$ cat config.mk
export PLATFORM = sky130hd
export DESIGN_NAME = seq_mult_unit_flat
export DESIGN_NICKNAME = d
export VERILOG_FILES = /design/src/rtl/seq_mult_unit_if.sv /design/src/rtl/seq_mult_unit.sv /design/src/flat_wrapper.sv
export SDC_FILE = /design/constraint.sdc
export NUM_CORES = 1
export LEC_CHECK = 0
export ABC_CLOCK_PERIOD_IN_PS = 5700
export BUFFER_PORTS_ARGS = -buffer_cell sky130_fd_sc_hd__buf_2
export CAP_MARGIN = 10
export CORE_ASPECT_RATIO = 1.4
export CORE_UTILIZATION = 62
export DETAILED_ROUTE_END_ITERATION = 8
export GPL_TIMING_DRIVEN = 0
export MAX_ROUTING_LAYER = met4
export PLACE_DENSITY_LB_ADDON = 0.1
export RECOVER_POWER = 25
export SYNTH_ARGS = -nofsm -noshare
export SYNTH_HDL_FRONTEND = slang
export SYNTH_SLANG_ARGS = --single-unit
$ cat constraint.sdc
create_clock -name clk -period 5.7 [get_ports clk]
set_input_delay 0.57 -clock clk [delete_from_list [all_inputs] [get_ports clk]]
set_output_delay 0.57 -clock clk [all_outputs]
set_load 0.05 [all_outputs]
$ cat src/rtl/seq_mult_unit_if.sv
// Handshake and data bundle between the ALU control and the shift-add multiplier.
interface seq_mult_unit_if #(
    parameter int unsigned WIDTH = 32
);
    logic [WIDTH-1:0]   in1;
    logic [WIDTH-1:0]   in2;
    logic               sgn;
    logic               start;
    logic               busy;
    logic               done;
    logic [2*WIDTH-1:0] product;

    modport master (
        output in1, in2, sgn, start,
        input  busy, done, product
    );

    modport slave (
        input  in1, in2, sgn, start,
        output busy, done, product
    );
endinterface

$ cat src/rtl/seq_mult_unit.sv
// Iterative shift-add multiplier, one multiplier bit per clock, signed or unsigned.
// Signed operands are reduced to magnitudes and the sign is reapplied to the final sum.
module seq_mult_unit #(
    parameter int unsigned WIDTH = 32
) (
    input  logic          clk,
    input  logic          rst_n,
    seq_mult_unit_if.slave bus
);
    localparam int unsigned CntW = (WIDTH > 2) ? $clog2(WIDTH) : 1;

    typedef enum logic [1:0] {StIdle, StCalc, StDone} state_e;

    state_e             state_q;
    logic [2*WIDTH-1:0] acc_q;
    logic [2*WIDTH-1:0] mcand_q;
    logic [WIDTH-1:0]   mplier_q;
    logic [CntW-1:0]    cnt_q;
    logic               neg_q;

    logic [WIDTH-1:0]   mag1;
    logic [WIDTH-1:0]   mag2;
    logic [2*WIDTH-1:0] acc_next;
    logic               last;

    // Magnitude of the most negative value still fits in WIDTH unsigned bits.
    always_comb begin
        mag1 = bus.in1;
        mag2 = bus.in2;
        if (bus.sgn && bus.in1[WIDTH-1]) mag1 = WIDTH'(0) - bus.in1;
        if (bus.sgn && bus.in2[WIDTH-1]) mag2 = WIDTH'(0) - bus.in2;
        acc_next = mplier_q[0] ? (acc_q + mcand_q) : acc_q;
        last     = (cnt_q == CntW'(WIDTH - 1));
    end

    always_ff @(posedge clk) begin
        if (!rst_n) begin
            state_q     <= StIdle;
            acc_q       <= '0;
            mcand_q     <= '0;
            mplier_q    <= '0;
            cnt_q       <= '0;
            neg_q       <= 1'b0;
            bus.busy    <= 1'b0;
            bus.done    <= 1'b0;
            bus.product <= '0;
        end else begin
            unique case (state_q)
                StIdle, StDone: begin
                    bus.done <= 1'b0;
                    if (bus.start) begin
                        mcand_q  <= {{WIDTH{1'b0}}, mag1};
                        mplier_q <= mag2;
                        neg_q    <= bus.sgn & (bus.in1[WIDTH-1] ^ bus.in2[WIDTH-1]);
                        acc_q    <= '0;
                        cnt_q    <= '0;
                        bus.busy <= 1'b1;
                        state_q  <= StCalc;
                    end else begin
                        bus.busy <= 1'b0;
                        state_q  <= StIdle;
                    end
                end
                StCalc: begin
                    acc_q    <= acc_next;
                    mcand_q  <= mcand_q << 1;
                    mplier_q <= mplier_q >> 1;
                    cnt_q    <= cnt_q + CntW'(1);
                    if (last) begin
                        bus.product <= neg_q ? ('0 - acc_next) : acc_next;
                        bus.busy    <= 1'b0;
                        bus.done    <= 1'b1;
                        state_q     <= StDone;
                    end
                end
                default: begin
                    bus.busy <= 1'b0;
                    bus.done <= 1'b0;
                    state_q  <= StIdle;
                end
            endcase
        end
    end
endmodule

$ cat src/flat_wrapper.sv
// flat-port wrapper written by rule: the top's interface ports become plain ports
module seq_mult_unit_flat 
#(
    parameter int unsigned WIDTH = 32
)
  (clk, rst_n, bus_in1, bus_in2, bus_sgn, bus_start, bus_busy, bus_done, bus_product);
  seq_mult_unit_if #(.WIDTH(WIDTH)) bus_i ();
  input  logic clk;
  input  logic rst_n;
  input wire logic [$bits(bus_i.in1)-1:0] bus_in1;
  input wire logic [$bits(bus_i.in2)-1:0] bus_in2;
  input wire logic [$bits(bus_i.sgn)-1:0] bus_sgn;
  input wire logic [$bits(bus_i.start)-1:0] bus_start;
  output wire logic [$bits(bus_i.busy)-1:0] bus_busy;
  output wire logic [$bits(bus_i.done)-1:0] bus_done;
  output wire logic [$bits(bus_i.product)-1:0] bus_product;
  assign bus_i.in1 = bus_in1;
  assign bus_i.in2 = bus_in2;
  assign bus_i.sgn = bus_sgn;
  assign bus_i.start = bus_start;
  assign bus_busy = bus_i.busy;
  assign bus_done = bus_i.done;
  assign bus_product = bus_i.product;
  seq_mult_unit #(.WIDTH(WIDTH)) u_core (.clk(clk), .rst_n(rst_n), .bus(bus_i));
endmodule
## After elaboration in Yosys (flattened, before gate mapping)

Index checks and enable logic that the tools add are counted.

| storage, ports and cells | value |
|---|---|
| output and inout port bits | 66 |
| input bits | 68 |
| register bits | 234 |
| logic and storage cells | 48 |

| cells by class | value |
|---|---|
| bitwise operators | 2 |
| add/subtract/negate cells | 5 |
| muxes and demuxes | 18 |
| reductions and logical operators | 9 |
| equality and inequality tests | 5 |

Operator list:

| operator | count |
|---|---|
| $mux W64 | 4 |
| $pmux W64 S2 | 2 |
| $mux W32 | 3 |
| $add A64 B64 Y64 | 1 |
| $pmux W32 S2 | 1 |
| $sub A1 B32 Y32 const A | 2 |
| $sub A1 B64 Y64 const A | 1 |
| $pmux W5 S2 | 1 |
| $reduce_and A2 Y1 | 4 |
| $add A5 B1 Y5 const B | 1 |
| $eq A5 B5 Y1 const B | 1 |
| $mux W5 | 1 |
| $pmux W2 S2 | 1 |
| $mux W1 | 3 |
| $eq A2 B1 Y1 const B | 1 |
| $eq A2 B2 Y1 const B | 1 |
| $logic_and A1 B1 Y1 | 2 |
| $logic_not A2 Y1 | 1 |
| $mux W2 | 1 |
| $ne A2 B1 Y1 const B | 1 |
| $ne A2 B2 Y1 const B | 1 |
| $pmux W1 S2 | 1 |
| $reduce_bool A2 Y1 | 1 |
| $reduce_or A2 Y1 | 1 |
| other kinds (2) | 2 |

## Logic depth before layout (Yosys ltp)

| logic depth | value |
|---|---|
| depth in word-level cells | 4 |
| depth in mapped cells | 18 |
| mapped depth without buffers | 17 |

## Worst setup path before layout

OpenSTA, ideal clock, no wires.

| timing path | value |
|---|---|
| path kind | register -> register |
| start point | register u_core.mcand_q[0] |
| end point | register u_core.bus.product[51] |
| arrival | 3.918 ns |
| path buffers | 1 |
| cell stages (with the launch flop) | 18 |
| library setup time | 0.115 ns |
| setup slack | 1.667 ns |
| period minus slack after synthesis | 4.033 ns |
| data required time | 5.585 ns |
| cell sequence | dfxtp_1 ha_1 inv_1 fa_1 and2b_4 o31ai_4 a31o_4 xnor2_1 o31ai_2 nand3b_1 or4_4 a2111oi_4 nand3_2 buf_6 o41ai_2 xor2_1 o21ai_1 and2_1 |

| between the ends | value |
|---|---|
| longest elaborated chain between the ends | 4 |

Ends and longest elaborated chain:

| item | RTL line | source |
|---|---|---|
| start, declared | seq_mult_unit.sv:16 | `logic [2*WIDTH-1:0] mcand_q;` |
| start signal, assigned | seq_mult_unit.sv:52 | `mcand_q <= {{WIDTH{1'b0}}, mag1};` |
| start signal, assigned | seq_mult_unit.sv:66 | `mcand_q <= mcand_q << 1;` |
| $add A64 B64 Y64 (*) | seq_mult_unit.sv:32 | `acc_next = mplier_q[0] ? (acc_q + mcand_q) : acc_q;` |
| $mux W64 (*) | seq_mult_unit.sv:32 |  |
| $sub A1 B64 Y64 | seq_mult_unit.sv:70 | `bus.product <= neg_q ? ('0 - acc_next) : acc_next;` |
| $mux W64 (*) | seq_mult_unit.sv:70 |  |
| end signal, assigned | seq_mult_unit.sv:70 |  |
| end, declared | seq_mult_unit_if.sv:20 | `output busy, done, product` |

Every way passes the cells marked *; elsewhere a longest branch is shown, timed or not.
A chain may end at the register's enable or synchronous reset.

## Worst setup path in the final report

| timing path | value |
|---|---|
| start point | register u_core.mplier_q[0] |
| end point | register u_core.bus.product[45] |

| between the ends | value |
|---|---|
| longest elaborated chain between the ends | 3 |

Ends and longest elaborated chain:

| item | RTL line | source |
|---|---|---|
| start, declared | seq_mult_unit.sv:17 | `logic [WIDTH-1:0] mplier_q;` |
| start signal, assigned | seq_mult_unit.sv:53 | `mplier_q <= mag2;` |
| start signal, assigned | seq_mult_unit.sv:67 | `mplier_q <= mplier_q >> 1;` |
| $mux W64 (*) | seq_mult_unit.sv:32 |  |
| $sub A1 B64 Y64 | seq_mult_unit.sv:70 |  |
| $mux W64 (*) | seq_mult_unit.sv:70 |  |

Marked as above.

==> metrics.txt <==
status finished clean; CORE AREA 26900 µm²; final hold viol count 0; drt via density 6.77; Max Buffers Root-to-Sink 3; EDFF count, synth 0; Synth Area in XOR/XNOR 7.55%; final net count 2524; Leakage 0.00699 µW; row count 71; DP Wirelength 51200 µm; Mapped Cells 2225; layout cells sized above 1 8.40%; drt pass-1 iters 6; Post-Synth Adder-Cell Area 5.11%; Critical Path RT 6.13 ns; post-synthesis register bit count 233; unrepaired setup endpoints after global routing false; Setup Crit Path Kind reg2reg; Final setup viols 0; # Post-CTS Setup Buffers 0; Compound-Gate Fraction of Synth Area 29.8%; Tmin final 5.46 ns; max-slew violation count 0; aggregate global-route resource usage 48.2%; Die ar. 28100 µm²; crit path DAT 5.89 ns; mapped cell area 17000 µm²; clock latency on the worst-skew pair 0.58 ns; DR DRC count 0; Post-Synth Simple-Gate Area 23.6%; post-synthesis sequential area ratio 27.4%; vias post-DR 18800; final wirelength 66500 µm; Yosys cell types 102; period utilization 95.7%; ys async rst share 0%; relative slew slack 15.3%; number of max-cap violations 0; RR Startpoint u_core.mplier_q[0]; CTS tree done; CP startpoint u_core.mplier_q[0]; syn avg cell area 7.65 µm²; worst slew pin tran 1.26 ns; met1 wire length 22100 µm; total number of H-tree levels 1; drt wl/cell 24.0 µm; Crit Reg-Reg Endpoint u_core.bus.product[45]; Fin Setup TNS 0 ns; Synth Net Count 2362; CTS Root Cell clkbuf_16; mux cell area share after synthesis 1.95%; PwrDens 227 nW/µm²; Finished Core Util 70.6%; die height 198 µm; DR top layer met4; Final WS setup 0.242 ns; pin count of the biggest net entering global routing 15; post-place setup slack 0.413 ns; initial drt markers 1589; Sink Count 233; Peak Freq 183 MHz; Critical path destination u_core.bus.product[45]; Crit. End Element flip-flop; IO Pins 134; I/O Buffers 133; grt total ovfl 0; GPL Wtd Cong 1.07; area leader, netlist dfxtp_1; Yosys top cell area share 27.4%; commonest register cell after synthesis dfxtp_1; largest family of logic cells by synthesized area compound AO/OA/AOI/OAI gates; Reg2Reg Depth 12; skew final 0.0169 ns; Num CTS Buffers 25; CP max FO 10; HP Class in2reg; initial core utilization 63.3%; Detail Route Antenna Nets 0; commonest non-fill, non-tap cells in the layout nand2_1, o21ai_0, dfxtp_1; most common cell after layout, fill and taps aside nand2_1; initial antenna violation count 2; vias in the first global route 18100; startpoint types flip-flop; Die X 142 µm; first-pass GRT wire length 99300 µm; Area contributors post-synth dfxtp_1, o21ai_0, nand2_1, ha_1, xnor2_1; reg-to-reg slack, setup 0.24 ns; peak supply drop 0.405 mV; met3 WL post-DR 5210 µm; Fin Hold WS 0.370 ns; met2 wire len 31000 µm; Reg clk slew, reported paths 0.07 ns; Layout area overhead 11.6%; synth warn 0
-- cells in the mapped netlist, types with 49 or more instances --
| cell | count |
|---|---|
| and2_1 | 105 |
| nor2_1 | 140 |
| nor3_1 | 51 |
| a22oi_1 | 66 |
| nand4_1 | 49 |
| ha_1 | 68 |
| clkbuf_1 | 108 |
| nand2_1 | 248 |
| xor2_1 | 58 |
| o21ai_0 | 233 |
| nand3_1 | 52 |
| xnor2_1 | 87 |
| a21oi_1 | 148 |
| dfxtp_1 | 233 |
-- per-stage QoR --
stage	cell area (µm²)	std cells	power, µW
finish	19000	2772	4320
global route	19000	2772	4410
CTS	19100	2768	4270
detailed placement	18200	2723	2450
global placement	18200	2723	2430
floorplan	17000	2225	2210
-- report_power, final --
group / internal [µW] / total (µW) / switching [µW] / leakage, µW
logic: 247 / 745 / 497 / 0.00466
clock network: 1100 / 1860 / 759 / 0.000442
registers: 1670 / 1710 / 40.7 / 0.00189
total: 3020 / 4320 / 1300 / 0.00699
-- registers in the layout (all words and copies together), names as in the netlist --
signal / count
u_core.neg_q: 1
u_core.mplier_q: 32
u_core.bus.product: 64
u_core.acc_q: 64
u_core.cnt_q: 5
u_core.state_q: 2
u_core.bus.done: 1
u_core.mcand_q: 64
-- kinds of logic (layout without fill, tap and decap cells) --
kind of cell    Yosys count  count (layout)
mux                      33              33
xor+xnor                146             146
simple gates            787             787
other cells               0               2
compound gates          769             769
fa+ha+maj                69              69
flops                   233             233
buf+inv                 188             368
-- worst max-delay path, stage by stage (launching register included) --
cell and delay [ns]:
dfxtp_1 0.53, buf_1 0.44, buf_2 0.36, clkbuf_1 0.44, buf_2 0.42, buf_2 0.36, buf_1 0.72, clkbuf_1 0.65
clkbuf_2 0.48, mux2i_1 0.48, o21ai_0 0.17, nand2_1 0.10, o311ai_0 0.13
-- worst min path at each step --
stage / start / endpoint / slack [ns] / cells after the start
floorplan: u_core.acc_q[32] / u_core.acc_q[32] / 0.44 / 2
global placement: u_core.bus.product[59] / u_core.bus.product[59] / 0.45 / 2
detailed placement: u_core.bus.product[49] / u_core.bus.product[49] / 0.45 / 2
CTS: bus_in2[0] / u_core.mplier_q[0] / 0.37 / 3
global route: bus_in2[0] / u_core.mplier_q[0] / 0.37 / 3
finish: bus_in1[0] / u_core.mcand_q[0] / 0.37 / 3
-- per-layer routing --
metal / up-vias / global-route usage, %
li1: 8511 / -
met1: 8723 / 45.3
met2: 1033 / 79.2
met3: 495 / 10.6
met4: 0 / 50.0
met5: - / -
-- layout make-up --
class / instances / area [µm²]
clock buffers: 31 / 698
well taps: 365 / 457
diodes: 2 / 5.00
clock inverters: 14 / 224
multi-input cells: 1804 / 11600
plain buffers: 150 / 638
flip-flops and latches: 233 / 4660
inverters: 38 / 143
fillers: 2241 / 7910
repair buffers: 135 / 596
-- timing repair --
action / in CTS / in global routing
setup endpoints to repair: 0 / 1
resized for setup: 0 / 2
hold buffers: 0 / 0
(Power assumes the default switching activity.)
